$ cat src/rtl/modexp_ctrl.sv
`default_nettype none
// ============================================================================
// Module   : modexp_ctrl (with helper division16)
// Summary  : Sequential modular exponentiation, result = base^exp mod n,
//            right-to-left square-and-multiply over all EW exponent bits.
//            A single combinational divider is time-shared as the mod-n
//            reducer; only its remainder is consumed.
// Options  : MODEXP_CYCCNT_EN - adds cyc_cnt[7:0], the busy-cycle count of
//            the current/last operation.
// Revision : 1.0 - initial release
// ============================================================================

// ----------------------------------------------------------------------------
// division16: combinational unsigned divider. A zero divisor returns an
// all-ones quotient and passes the dividend through as the remainder, so the
// outputs stay defined even when the controller is not using them.
// ----------------------------------------------------------------------------
module division16 #(
  parameter int WIDTH = 16
) (
  input  logic [WIDTH-1:0] dividend,
  input  logic [WIDTH-1:0] divisor,
  output logic [WIDTH-1:0] quotient,
  output logic [WIDTH-1:0] remainder
);

  // Pure combinational divide with a defined zero-divisor result
  always_comb begin
    quotient  = '1;
    remainder = dividend;
    if (divisor != '0) begin
      quotient  = dividend / divisor;
      remainder = dividend % divisor;
    end
  end

endmodule

// ----------------------------------------------------------------------------
// modexp_ctrl: controller top
// ----------------------------------------------------------------------------
module modexp_ctrl #(
  parameter int W  = 8,
  parameter int EW = 8
) (
  input  logic          clk,
  input  logic          rst_n,
  input  logic          start,
  input  logic [W-1:0]  base,
  input  logic [EW-1:0] exp,
  input  logic [W-1:0]  n,
  output logic          busy,
  output logic          done,
  output logic [W-1:0]  result,
  output logic          err
`ifdef MODEXP_CYCCNT_EN
  ,
  output logic [7:0]    cyc_cnt
`endif
);

  // Counter only has to reach EW-1; keep at least one bit for EW==1
  localparam int CW = (EW > 1) ? $clog2(EW) : 1;
  localparam logic [CW-1:0] CNT_LAST = CW'(EW - 1);

  typedef enum logic [2:0] {
    S_IDLE   = 3'd0,
    S_REDUCE = 3'd1,
    S_MUL    = 3'd2,
    S_SQR    = 3'd3,
    S_DONE   = 3'd4
  } state_t;

  state_t state_q, state_d;

  logic [W-1:0]  base_q,   base_d;
  logic [EW-1:0] exp_q,    exp_d;
  logic [W-1:0]  n_q,      n_d;
  logic [W-1:0]  res_q,    res_d;
  logic [W-1:0]  b_q,      b_d;
  logic [CW-1:0] cnt_q,    cnt_d;
  logic [W-1:0]  result_q, result_d;
  logic          err_q,    err_d;
  logic          done_q,   done_d;

  // Shared divider plumbing
  logic [2*W-1:0] div_dividend;
  logic [2*W-1:0] div_divisor;
  logic [2*W-1:0] div_rem;
  logic [2*W-1:0] div_quot_unused;
  logic [W-1:0]   rem_hi_unused;
  logic [W-1:0]   rem_lo;
  logic [2*W-1:0] prod_mul;
  logic [2*W-1:0] prod_sqr;

  // Full-width products; operands are already reduced below n_q
  assign prod_mul = {{W{1'b0}}, res_q} * {{W{1'b0}}, b_q};
  assign prod_sqr = {{W{1'b0}}, b_q} * {{W{1'b0}}, b_q};

  // Dividend select: which value is being reduced this cycle
  always_comb begin
    div_dividend = '0;
    case (state_q)
      S_REDUCE: div_dividend = {{W{1'b0}}, base_q};
      S_MUL:    div_dividend = prod_mul;
      S_SQR:    div_dividend = prod_sqr;
      default:  div_dividend = '0;
    endcase
  end

  assign div_divisor = {{W{1'b0}}, n_q};

  division16 #(
    .WIDTH (2*W)
  ) u_div (
    .dividend  (div_dividend),
    .divisor   (div_divisor),
    .quotient  (div_quot_unused),
    .remainder (div_rem)
  );

  // The residue always fits in W bits since the divisor is W bits wide
  assign {rem_hi_unused, rem_lo} = div_rem;

  // Next-state and datapath update for the square-and-multiply sequence
  always_comb begin
    state_d  = state_q;
    base_d   = base_q;
    exp_d    = exp_q;
    n_d      = n_q;
    res_d    = res_q;
    b_d      = b_q;
    cnt_d    = cnt_q;
    result_d = result_q;
    err_d    = err_q;
    done_d   = 1'b0;
    case (state_q)
      S_IDLE: begin
        if (start) begin
          if (n == '0) begin
            // Degenerate modulus: report an error without touching operands
            err_d    = 1'b1;
            result_d = '0;
            done_d   = 1'b1;
            state_d  = S_DONE;
          end else begin
            base_d  = base;
            exp_d   = exp;
            n_d     = n;
            // Anything mod 1 is 0, so the accumulator starts at 1 mod n
            res_d   = (n == W'(1)) ? '0 : W'(1);
            err_d   = 1'b0;
            state_d = S_REDUCE;
          end
        end
      end
      S_REDUCE: begin
        b_d     = rem_lo;
        cnt_d   = '0;
        state_d = S_MUL;
      end
      S_MUL: begin
        if (exp_q[0]) begin
          res_d = rem_lo;
        end
        state_d = S_SQR;
      end
      S_SQR: begin
        b_d   = rem_lo;
        exp_d = exp_q >> 1;
        cnt_d = cnt_q + CW'(1);
        if (cnt_q == CNT_LAST) begin
          // res_q is final: SQR never modifies the accumulator
          result_d = res_q;
          done_d   = 1'b1;
          state_d  = S_DONE;
        end else begin
          state_d = S_MUL;
        end
      end
      S_DONE: begin
        state_d = S_IDLE;
      end
      default: begin
        state_d = S_IDLE;
      end
    endcase
  end

  // State and datapath registers
  always_ff @(posedge clk or negedge rst_n) begin
    if (!rst_n) begin
      state_q  <= S_IDLE;
      base_q   <= '0;
      exp_q    <= '0;
      n_q      <= '0;
      res_q    <= '0;
      b_q      <= '0;
      cnt_q    <= '0;
      result_q <= '0;
      err_q    <= 1'b0;
      done_q   <= 1'b0;
    end else begin
      state_q  <= state_d;
      base_q   <= base_d;
      exp_q    <= exp_d;
      n_q      <= n_d;
      res_q    <= res_d;
      b_q      <= b_d;
      cnt_q    <= cnt_d;
      result_q <= result_d;
      err_q    <= err_d;
      done_q   <= done_d;
    end
  end

  assign busy   = (state_q != S_IDLE);
  assign done   = done_q;
  assign result = result_q;
  assign err    = err_q;

`ifdef MODEXP_CYCCNT_EN
  logic [7:0] cyc_cnt_q, cyc_cnt_d;

  // Busy-cycle count: restart at 1 on acceptance, bump on each busy->busy edge
  always_comb begin
    cyc_cnt_d = cyc_cnt_q;
    if (state_q == S_IDLE) begin
      if (start) begin
        cyc_cnt_d = 8'd1;
      end
    end else if (state_d != S_IDLE) begin
      cyc_cnt_d = cyc_cnt_q + 8'd1;
    end
  end

  // Cycle counter register
  always_ff @(posedge clk or negedge rst_n) begin
    if (!rst_n) begin
      cyc_cnt_q <= 8'd0;
    end else begin
      cyc_cnt_q <= cyc_cnt_d;
    end
  end

  assign cyc_cnt = cyc_cnt_q;
`endif

endmodule

`default_nettype wire
$ cat config.mk
export PLATFORM = sky130hd
export DESIGN_NAME = modexp_ctrl
export DESIGN_NICKNAME = d
export VERILOG_FILES = /design/src/rtl/modexp_ctrl.sv
export SDC_FILE = /design/constraint.sdc
export NUM_CORES = 1
export LEC_CHECK = 0
export CAP_MARGIN = 20
export CORE_ASPECT_RATIO = 1.4
export CORE_UTILIZATION = 66
export CTS_BUF_LIST = sky130_fd_sc_hd__clkbuf_8 sky130_fd_sc_hd__clkbuf_16
export DETAILED_ROUTE_END_ITERATION = 8
export GPL_ROUTABILITY_DRIVEN = 0
export HOLD_SLACK_MARGIN = 0.08
export MAX_ROUTING_LAYER = met4
export PLACE_DENSITY = 0.84
export RECOVER_POWER = 100
export SETUP_SLACK_MARGIN = 0.05
export SYNTH_ARGS = -nofsm -noshare
export SYNTH_HDL_FRONTEND = slang
export SYNTH_HIERARCHICAL = 1
export SYNTH_SLANG_ARGS = --single-unit
$ cat constraint.sdc
create_clock -name clk -period 38.8 [get_ports clk]
set_clock_uncertainty 0.1 [all_clocks]
set_input_delay 7.76 -clock clk [delete_from_list [all_inputs] [get_ports clk]]
set_output_delay 7.76 -clock clk [all_outputs]
set_load 0.02 [all_outputs]
==> results of run 1 <==
==> metal layers <==
| metal | global-route usage |
|---|---|
| met1 | 0.3992 |
| met4 | 0.2321 |
| met2 | 0.6556 |
| met5 | - |
| met3 | 0.05736 |
==> per-stage QoR <==
stage	worst slack [ps]	std cells
floorplan	7934	1787
global placement	5224	2016
detailed placement	4072	2016
CTS	4015	2024
global route	524.3	2024
==> metrics.txt, run 1 <==
Post-Synthesis Cells=~1800; initial antenna violation count=0; status=aborted with a tool error; io pins=38; Failed at=detailed routing (5_2_route); Gates resized, CTS repair=0; DP HPWL=~31000 um; number of clock buffers inserted by TritonCTS=5; stop err=[ERROR DRT-0255] Maze Route cannot find path of net clk in worker of routeBox ( 96600 96600 ) ( 122975 144900 ).; Cell Area, Placed=roughly 14000 sq um; Mapped Avg Cell Area=7.701 sq um; Synth Warn #=6; # Post-CTS Setup Buffers=0; mapped cell area=13520 sq um; Initial Utilization=0.6763; height of the die=about 170 um; Die W=123.0 um; number of global-route vias before repair=12940; global-route wire length before repair=slightly above 60000 um; CTS hold repair buffers=0; Rows=61; root buffer cell=clkbuf_16; Remaining Overflow, GRT=0; largest net degree at the start of global routing=57; GRT Total Usage=0.3775; H-tree levels=2; IO Port Bufs=37; Max clock buf depth=2
==> run 2, diff against run 1 <==
==> config.mk (replaced) <==
export PLATFORM = sky130hd
export DESIGN_NAME = modexp_ctrl
export DESIGN_NICKNAME = d
export VERILOG_FILES = /design/src/rtl/modexp_ctrl.sv
export SDC_FILE = /design/constraint.sdc
export NUM_CORES = 1
export LEC_CHECK = 0
export CAP_MARGIN = 20
export CORE_UTILIZATION = 40
export DETAILED_ROUTE_END_ITERATION = 8
export GPL_ROUTABILITY_DRIVEN = 0
export PLACE_DENSITY_LB_ADDON = 0.15
export RECOVER_POWER = 100
export SYNTH_ARGS = -nofsm -noshare
export SYNTH_HDL_FRONTEND = slang
export SYNTH_HIERARCHICAL = 1
export SYNTH_SLANG_ARGS = --single-unit
==> run 2 against run 1 <==
  * The flow now finishes, with violations (capacitance limit, slew limit)
  * Synthesized area did not move
  * Synthesized cell count did not move
  * Global-route usage decreased by 14 points
==> metrics.txt, run 2 <==
status=finished, violations left (was aborted with a tool error); failing checks=capacitance limit, slew limit; post-layout minimum cycle time=36200 ps; # Post-CTS Setup Buffers=0 (unchanged); reg-to-reg slack, setup=approximately 2600 ps; CP endpoint=b_q[7]; DRC viols=0; area grow syn2layout=7.050%; Gates resized, CTS repair=0 (unchanged); Final ANT Viol Nets=0; IO Port Bufs=37 (unchanged); H-tree levels=2 (unchanged); GRT Total Usage=0.2373 (was 0.3775); worst hold slack=383.4 ps; worst reg2reg path depth=between 100 and 150; most frequent cells in the layout=205 x ha_1, 183 x nand2_1, 159 x inv_1; arrival time at the worst endpoint=36360 ps; Max-Cap Viols=2; Remaining Overflow, GRT=0 (unchanged); root buffer cell=clkbuf_16 (unchanged); M1 WL=18350 um; Layout Cells excl Fill=between 2000 and 2500; HP Class=reg -> reg; number of clock buffers inserted by TritonCTS=5 (unchanged); Initial Utilization=0.4115 (was 0.6763); Tightest Pin Transition=roughly 3300 ps; max_slew headroom=-1.167; worst-skew pair later-pin latency=310 ps; Die W=185.9 um (was 123.0 um); Crit Path Class=reg -> reg; Rows=66 (was 61); Critical R2R Capture=b_q[7]; Crit Reg-Reg Startpoint=b_q[5]; Setup TNS=0 ps; WL met2=18710 um; Routed WL per cell=17.89 um; CP most frequent cell=ha_1; CTS hold repair buffers=0 (unchanged); DRT iter0 DRCs=802; Critical Path RT=between 30000 and 40000 ps; layout net count=between 2000 and 2500; number of global-route vias before repair=12320 (was 12940); Core Area=32870 sq um; mapped cell area=13520 sq um (unchanged); io pins=38 (unchanged); most common cell after layout, fill and taps aside=ha_1; Max clock buf depth=2 (unchanged); DR vias/cell=5.673; clock slew at reported path FFs=about 80 ps; Vias=12580; element type at the critical path end=flop; Synth Warn #=6 (unchanged); fin crit share=0.9331; FMAX=approximately 28 MHz; placed insts=2210 (was 2016); Cell Area, Placed=14350 sq um (was 14080 sq um); CTS sink count=56; initial antenna violation count=0 (unchanged); CP Launch Type=flop; Final Max Tran Viols=91; layout cells sized above 1=0.04505; Crit path largest cell delay=roughly 840 ps; slowest CP cell=o31ai_1; global-route wire length before repair=64650 um (was 61130 um); metal3 WL=1747 um; CP max FO=20; Fillers=about 3400; DP HPWL=31990 um (was 30620 um); number of diodes=0; Fin. Hold Viols=0; WL final=39690 um; uppermost layer routed=met4; Post-Synthesis Cells=1756 (unchanged); Die ar.=34550 sq um; drt first pass iters=5; RSZ-0062 raised after global routing=false; Final Cell Area=14480 sq um; final number of setup-violating endpoints=0; largest net degree at the start of global routing=57 (unchanged); CP startpoint=b_q[5]; Mapped Avg Cell Area=7.701 sq um (unchanged); height of the die=185.9 um (was 171.4 um); CTS tree=done
-- run 2: metrics by stage --
stage | utilization | setup WS (ps)
2_1_floorplan | - | 7934
3_3_place_gp | 0.4365 | 4457
3_5_place_dp | 0.4365 | 3304
4_1_cts | 0.4410 | 3159
5_1_grt | 0.4405 | 48.40
6_report | 0.4405 | 2597
-- run 2: worst min path at each step --
stage                         from       end  cells after the start
final                     cnt_q[1]  cnt_q[1]                      2
after global routing      cnt_q[1]  cnt_q[1]                      2
after detailed placement  cnt_q[2]  cnt_q[2]                      2
after global placement    cnt_q[1]  cnt_q[1]                      2
after CTS                 cnt_q[2]  cnt_q[2]                      2
after floorplan           cnt_q[1]  cnt_q[1]                      2
-- run 2: layer usage --
layer  up-vias  track usage
met5         -            0
met4         0      0.06098
met3        58      0.02074
met2       305       0.4070
met1      5983       0.3178
li1       6236            -
-- run 2: final cells by class --
cell class,count,area (sq um),area share
Multi-Input combinational cell,1501,11310,0.7813
Timing Repair Buffer,52,466.7,0.03224
Tap cell,442,553.0,0.03820
Clock buffer,5,125.1,0.008643
Sequential cell,56,1401,0.09680
Clock inverter,3,22.52,0.001556
Inverter,159,596.8,0.04123
-- run 2: critical path: cells and delay by family, from the launching register on --
family	cells	cell delay [ps]
compound gates	62	18640
fa+ha+maj	21	7430
simple gates	32	6130
mux	5	1890
buf+inv	8	1180
flops	1	730
Power of run 2 is not shown: default switching activity piles up to over one toggle a cycle in this logic, so the estimate is an artifact.
